## config.mk

```make
export PLATFORM = sky130hd
export DESIGN_NAME = lsu_seq
export DESIGN_NICKNAME = d
export VERILOG_FILES = /design/src/rtl/lsu_pkg.sv /design/src/rtl/lsu_lane_align.sv /design/src/rtl/lsu_seq.sv
export SDC_FILE = /design/constraint.sdc
export NUM_CORES = 1
export LEC_CHECK = 0
export CAP_MARGIN = 20
export CORE_MARGIN = 2
export CORE_UTILIZATION = 31
export DETAILED_ROUTE_END_ITERATION = 8
export RECOVER_POWER = 50
export SETUP_SLACK_MARGIN = 0.15
export SYNTH_ARGS = -nofsm -noshare
export SYNTH_HDL_FRONTEND = slang
export SYNTH_HIERARCHICAL = 1
export SYNTH_SLANG_ARGS = --single-unit
```

## constraint.sdc

```tcl
create_clock -name clk -period 1.8 [get_ports clk]
set_clock_uncertainty 0.05 [all_clocks]
set_input_delay 0.36 -clock clk [delete_from_list [all_inputs] [get_ports clk]]
set_output_delay 0.36 -clock clk [all_outputs]
set_load 0.01 [all_outputs]
```

## src/rtl/lsu_pkg.sv

```systemverilog
// Shared types for the sequential load/store unit.
// Split support for crossing accesses: LSU_MISALIGNED_SPLIT_EN.
package lsu_pkg;

    typedef enum logic [1:0] {
        SZ_B = 2'b00,
        SZ_H = 2'b01,
        SZ_W = 2'b10,
        SZ_D = 2'b11
    } size_e;

    typedef enum logic [1:0] {
        IDLE  = 2'b00,
        BEAT0 = 2'b01,
        BEAT1 = 2'b10,
        RESP  = 2'b11
    } state_e;

    function automatic logic [3:0] size_bytes(size_e s);
        return 4'd1 << s;
    endfunction

endpackage

```

## src/rtl/lsu_lane_align.sv

```systemverilog
// Byte-lane steering: masks, store shift, load shift and extension.
// One instance serves both memory beats via beat_i.
module lsu_lane_align
    import lsu_pkg::*;
#(
    parameter int DATA_W = 32,
    localparam int BYTES = DATA_W / 8,
    localparam int OFF_W = $clog2(BYTES)
) (
    input  logic                beat_i,
    input  logic [OFF_W-1:0]    off_i,
    input  size_e               size_i,
    input  logic                uns_i,
    input  logic [DATA_W-1:0]   wdata_i,
    input  logic [2*DATA_W-1:0] rdata_i,
    output logic [BYTES-1:0]    mask_o,
    output logic [DATA_W-1:0]   wdata_o,
    output logic [DATA_W-1:0]   rdata_o
);

    logic [3:0]          n;
    logic [2*BYTES-1:0]  mask_w;
    logic [2*DATA_W-1:0] data_w;
    logic [DATA_W-1:0]   rd_sh;
    logic                sgn;
    int                  nb;

    // Double-width views: low half feeds beat 0, high half beat 1.
    always_comb begin
        n       = size_bytes(size_i);
        nb      = 8 * int'(n);
        mask_w  = ((2*BYTES)'(1) << n) - (2*BYTES)'(1);
        mask_w  = mask_w << off_i;
        data_w  = {{DATA_W{1'b0}}, wdata_i} << {off_i, 3'b000};
        mask_o  = beat_i ? mask_w[2*BYTES-1:BYTES] : mask_w[BYTES-1:0];
        wdata_o = beat_i ? data_w[2*DATA_W-1:DATA_W]
                         : data_w[DATA_W-1:0];
        rd_sh   = DATA_W'(rdata_i >> {off_i, 3'b000});
        sgn     = 1'b0;
        unique case (size_i)
            SZ_B: sgn = rd_sh[7];
            SZ_H: sgn = rd_sh[15];
            SZ_W: sgn = rd_sh[31];
            SZ_D: sgn = rd_sh[DATA_W-1];
            default: sgn = 1'b0;
        endcase
        rdata_o = '0;
        for (int i = 0; i < DATA_W; i++) begin
            rdata_o[i] = (i < nb) ? rd_sh[i] : (!uns_i && sgn);
        end
    end

endmodule

```

## src/rtl/lsu_seq.sv

```systemverilog
// Sequential load/store unit for the memory stage.
// LSU_MISALIGNED_SPLIT_EN enables two-beat word-crossing accesses.
module lsu_seq
    import lsu_pkg::*;
#(
    parameter int DATA_W = 32,
    parameter int ADDR_W = 32
) (
    input  logic                clk,
    input  logic                rst_n,
    input  logic                req_valid,
    output logic                req_ready,
    input  logic                req_we,
    input  size_e               req_size,
    input  logic                req_unsigned,
    input  logic [ADDR_W-1:0]   req_addr,
    input  logic [DATA_W-1:0]   req_wdata,
    output logic                mem_req,
    output logic                mem_we,
    output logic [ADDR_W-1:0]   mem_addr,
    output logic [DATA_W/8-1:0] mem_mask,
    output logic [DATA_W-1:0]   mem_wdata,
    input  logic                mem_ack,
    input  logic [DATA_W-1:0]   mem_rdata,
    output logic                rsp_valid,
    output logic [DATA_W-1:0]   rsp_rdata,
    output logic                rsp_err,
    output logic                busy
);

    localparam int BYTES = DATA_W / 8;
    localparam int OFF_W = $clog2(BYTES);

    state_e              state_q, state_d;
    logic                we_q, uns_q, err_q;
    size_e               size_q;
    logic [ADDR_W-1:0]   addr_q;
    logic [DATA_W-1:0]   wdata_q, rd0_q;
    logic                req_cross, req_illegal, beat;
    logic [BYTES-1:0]    al_mask;
    logic [DATA_W-1:0]   al_wdata, al_rdata;
    logic [2*DATA_W-1:0] rd_cat;

    assign req_cross = (int'(req_addr[OFF_W-1:0])
                        + int'(size_bytes(req_size))) > BYTES;

`ifdef LSU_MISALIGNED_SPLIT_EN
    logic              cross_q;
    logic [DATA_W-1:0] rd1_q;
    assign req_illegal = (req_size == SZ_D) && (DATA_W == 32);
    assign rd_cat      = {rd1_q, rd0_q};
`else
    assign req_illegal = ((req_size == SZ_D) && (DATA_W == 32))
                         || req_cross;
    assign rd_cat      = {{DATA_W{1'b0}}, rd0_q};
`endif

    always_ff @(posedge clk or negedge rst_n) begin
        if (!rst_n) begin
            state_q <= IDLE;
            we_q    <= 1'b0;
            uns_q   <= 1'b0;
            err_q   <= 1'b0;
            size_q  <= SZ_B;
            addr_q  <= '0;
            wdata_q <= '0;
            rd0_q   <= '0;
`ifdef LSU_MISALIGNED_SPLIT_EN
            cross_q <= 1'b0;
            rd1_q   <= '0;
`endif
        end else begin
            state_q <= state_d;
            if (state_q == IDLE && req_valid) begin
                we_q    <= req_we;
                uns_q   <= req_unsigned;
                err_q   <= req_illegal;
                size_q  <= req_size;
                addr_q  <= req_addr;
                wdata_q <= req_wdata;
`ifdef LSU_MISALIGNED_SPLIT_EN
                cross_q <= req_cross;
`endif
            end
            if (state_q == BEAT0 && mem_ack) rd0_q <= mem_rdata;
`ifdef LSU_MISALIGNED_SPLIT_EN
            if (state_q == BEAT1 && mem_ack) rd1_q <= mem_rdata;
`endif
        end
    end

    always_comb begin
        state_d   = state_q;
        req_ready = 1'b0;
        mem_req   = 1'b0;
        beat      = 1'b0;
        unique case (state_q)
            IDLE: begin
                req_ready = 1'b1;
                if (req_valid) state_d = req_illegal ? RESP : BEAT0;
            end
            BEAT0: begin
                mem_req = 1'b1;
`ifdef LSU_MISALIGNED_SPLIT_EN
                if (mem_ack) state_d = cross_q ? BEAT1 : RESP;
`else
                if (mem_ack) state_d = RESP;
`endif
            end
`ifdef LSU_MISALIGNED_SPLIT_EN
            BEAT1: begin
                mem_req = 1'b1;
                beat    = 1'b1;
                if (mem_ack) state_d = RESP;
            end
`endif
            RESP:    state_d = IDLE;
            default: state_d = IDLE;
        endcase
    end

    lsu_lane_align #(.DATA_W(DATA_W)) u_align (
        .beat_i  (beat),
        .off_i   (addr_q[OFF_W-1:0]),
        .size_i  (size_q),
        .uns_i   (uns_q),
        .wdata_i (wdata_q),
        .rdata_i (rd_cat),
        .mask_o  (al_mask),
        .wdata_o (al_wdata),
        .rdata_o (al_rdata)
    );

    // All memory outputs park at zero outside the beat states.
    assign mem_we    = mem_req & we_q;
    assign mem_addr  = mem_req
        ? {addr_q[ADDR_W-1:OFF_W], {OFF_W{1'b0}}}
          + (beat ? ADDR_W'(BYTES) : ADDR_W'(0))
        : '0;
    assign mem_mask  = mem_req ? al_mask : '0;
    assign mem_wdata = mem_req ? al_wdata : '0;
    assign rsp_valid = (state_q == RESP);
    assign rsp_err   = rsp_valid & err_q;
    assign rsp_rdata = (rsp_valid && !we_q && !err_q) ? al_rdata : '0;
    assign busy      = !req_ready;

endmodule

```

==> impl_metrics.csv <==
group,metric,value,unit
run_status,outcome,"complete, but fails checks",
run_status,violations,"setup timing",
floorplan,row_count,54,
synth,syn_inst,574,
timing,hold_viol,0,
synth,ys_ff_latch,103,
timing,relSlewSlack,54.6,%
global_route,met1_usage,23.9,%
critical_path,critPathLaunch,"addr_q[0]$_DFFE_PN0P_",
global_route,grt_max_degree,37,
run,drv_cap,0,
synth,synth-seq-area-share,37.7,%
drt,first_pass_iters,4,
global_route,grt_pass1_vias,6276,
floorplan,coreArea,21800,µm²
timing,max_freq,400,MHz
clock_network,insertion_delay,0.36,ns
clock_network,clockBufferDepth,2,
critical_path,end_kind,"output port",
power_and_ir_drop,powerDensity,1940,nW/µm²
placed_design,dpl.hpwl,14.5,mm
floorplan,ios,210,
global_route,antenna_found_initial,0,
clock_network,clkTransAtPathRegs,0.07,ns
drt,drt_wl_total,24.0,mm
drt,vias,6215,
placed_design,io_buffers,207,
clock_network,clockRootBuffer,"clkbuf_16",
synth,synth_ff_type,"dfrtp_1",
global_route,grt_pass1_wl,34.5,mm
synth,synth_top_area_share,37.7,%
global_route,grt-ovfl-total,0,
cells_and_area,drive_gt1_share,63.6,%
timing,fin_hold_ws,0.340,ns
clock_network,cts_max_level,3,
synth,synth.largest_area_cell,"dfrtp_1",
floorplan,initial_core_util,31.4,%
synth,yosys_warnings,6,
cells_and_area,syn_to_final_growth,91.3,%
timing,fin_tns_setup,-58.78,ns
synth,synth_edf_count,0,
power_and_ir_drop,p_leak,6.05,nW
timing,drv_slew,0,
critical_path,crit_arrival,2.09,ns
global_route,use_met3,5.43,%
critical_path,r2r-start,"state_q[1]$_DFFE_PN0P_",
timing,period_minus_slack,2.50,ns
cells_and_area,final_area,13100,µm²
global_route,busiest_layer,"met2",
drt,wl_per_cell,18.4,µm
clock_network,clock_sinks,103,
global_route,met2_usage,31.6,%
placed_design,place_congestion,0.760,
min_path,worstHoldStart,"req_addr[0]",
floorplan,dieArea,23200,µm²
timing,setup_viol,133,
cells_and_area,final_util,60.1,%
drt,drt_iter0_drc,232,
timing,worst_slack,-0.700,ns
critical_path,start_kind,"flop",
drt,vias_per_cell,4.77,
synth,async_flop_share,100,%
critical_path,cp_max_fo,8,
timing,period_share,139,%
synth,syn-cell-area,6830,µm²
clock_network,cts_buffers,9,
power_and_ir_drop,vdd_drop_max,0.904,mV
floorplan,die_y,152,µm
cells_and_area,fin_nets,1123,
floorplan,die_x,152,µm
timing,worst_slew_pin_slew,0.681,ns
synth,synth_cell_types,47,
placed_design,placed_cell_area,10200,µm²
cells_and_area,antenna_cells,0,
clock_network,tritoncts,"yes",
drt,route.detailed.drc,0,
critical_path,crit_type,"flop to output port",
drt,antenna_left,0,
synth,synth_area_leaders,"dfrtp_1, mux2_2, mux4_2",
min_path,hold_class,"primary input to flop",
synth,synth_area_per_cell,11.9,µm²
global_route,grt_usage,18.7,%
timing,grt_setup_unrepaired,"yes",
critical_path,cp.required,1.39,ns
[metrics by stage]
| stage | worst slack [ns] | total power (W) | std cells |
|---|---|---|---|
| global route | -0.780 | 0.0269 | 1302 |
| global placement | -0.599 | 0.0163 | 1166 |
| finish | -0.700 | 0.0254 | 1302 |
| floorplan | -0.207 | 0.0118 | 626 |
| CTS | -0.733 | 0.0225 | 1270 |
| detailed placement | -0.649 | 0.0164 | 1166 |
[placed cells by master, fill, tap and decap left out, types with 4 or more instances in the layout]
cell type and instances:
buf_4 110, buf_6 146, nor2_1 5, o2bb2ai_2 6, o21ai_1 5, mux2i_1 6
o21a_1 9, nand2b_1 6, o22ai_2 8, buf_2 10, and2_1 11, mux2_4 99
mux2i_4 14, o21ai_0 16, mux4_2 34, mux2i_2 5, nand2_2 7, buf_12 32
o21ai_2 14, conb_1 53, nand2_1 25, a22o_1 7, clkdlybuf4s50_1 99, buf_16 10
inv_1 7, clkbuf_16 19, buf_8 8, and3_1 4, and2_4 91, dfrtp_1 100
[cell families (layout without fill, tap and decap cells)]
family,Yosys count,after routing,share of synthesized area [%]
multiplexers,161,161,33.5
buffers and inverters,60,455,5.92
AND/OR/NAND/NOR,167,168,14.3
flip-flops,103,103,37.7
other,1,53,0.0549
adder cells (fa/ha/maj),2,2,0.476
AO/OA/AOI/OAI,80,80,8.06
[registers in the layout (all words and copies together), names as in the netlist]
signal	flops
err_q	1
we_q	1
state_q	2
size_q	2
rd0_q	32
uns_q	1
addr_q	32
wdata_q	32
[synthesized netlist by cell type, types with 2 or more instances]
cell and number:
dfrtp_1 103, and2_1 102, mux2_2 73, mux4_2 34
nand2_1 32, mux2_4 29, mux2i_1 24, o21ai_0 20
clkbuf_1 16, buf_4 11, buf_6 10, o21ai_2 10
nor2_1 9, o21a_1 9, o22ai_1 9, a22o_1 8
o2bb2ai_1 8, inv_1 7, nand2b_1 7, buf_2 6
o21ai_1 6, and3_1 5, clkbuf_2 5, a21oi_1 3
buf_12 3, or2_2 3, buf_1 2
[worst paths after layout]
kind / to / slack, ns / cells past startpoint
setup reg to reg: rd0_q[15]$_DFFE_PN0P_ / -0.37 / 12
max in group asynchronous: rd0_q[31]$_DFFE_PN0P_ / 0.12 / 3
min in group asynchronous: wdata_q[15]$_DFFE_PN0P_ / 0.51 / 2
setup / recovery: rsp_rdata[9] / -0.70 / 7
hold / removal: addr_q[0]$_DFFE_PN0P_ / 0.34 / 3
hold reg to reg: rd0_q[5]$_DFFE_PN0P_ / 0.46 / 1
[per-layer routing]
metal | routed length (µm) | share of wire [%] | up-vias
li1 | - | - | 2891
met1 | 10200 | 42 | 3085
met2 | 11800 | 49 | 206
met3 | 1540 | 6.4 | 33
met4 | 454 | 1.9 | 0
met5 | 0 | 0 | -
[report_power, final]
group / leakage, nW / switching (W) / internal, W
clock: 0.147 / 0.00103 / 0.000989
sequential: 1.21 / 0.00115 / 0.00352
combinational: 4.69 / 0.00665 / 0.0121
[worst max-delay path: stages (launching register included)]
cell	delay, ns
dfrtp_4	0.53
buf_6	0.14
mux4_2	0.45
nand3b_1	0.16
buf_12	0.15
nand2_2	0.06
and2_4	0.14
buf_6	0.11
[cell type report]
class	instances	area (µm²)
multi-input cells	464	4950
clock buffers	9	225
fillers	1788	8690
repair buffers	432	4860
flip-flops and latches	103	2580
clock inverters	7	68.8
inverters	7	26.3
well taps	280	350
[repair_timing]
action | CTS | global route
gates resized for setup | 636 | 172
endpoints found under the hold margin | 21 | 0
pin swaps | 55 | 48
gates cloned | 11 | 12
buffers inserted | 76 | 20
hold buffers | 1 | 0
endpoints found under the setup margin | 204 | 204
(Power assumes the default switching activity.)
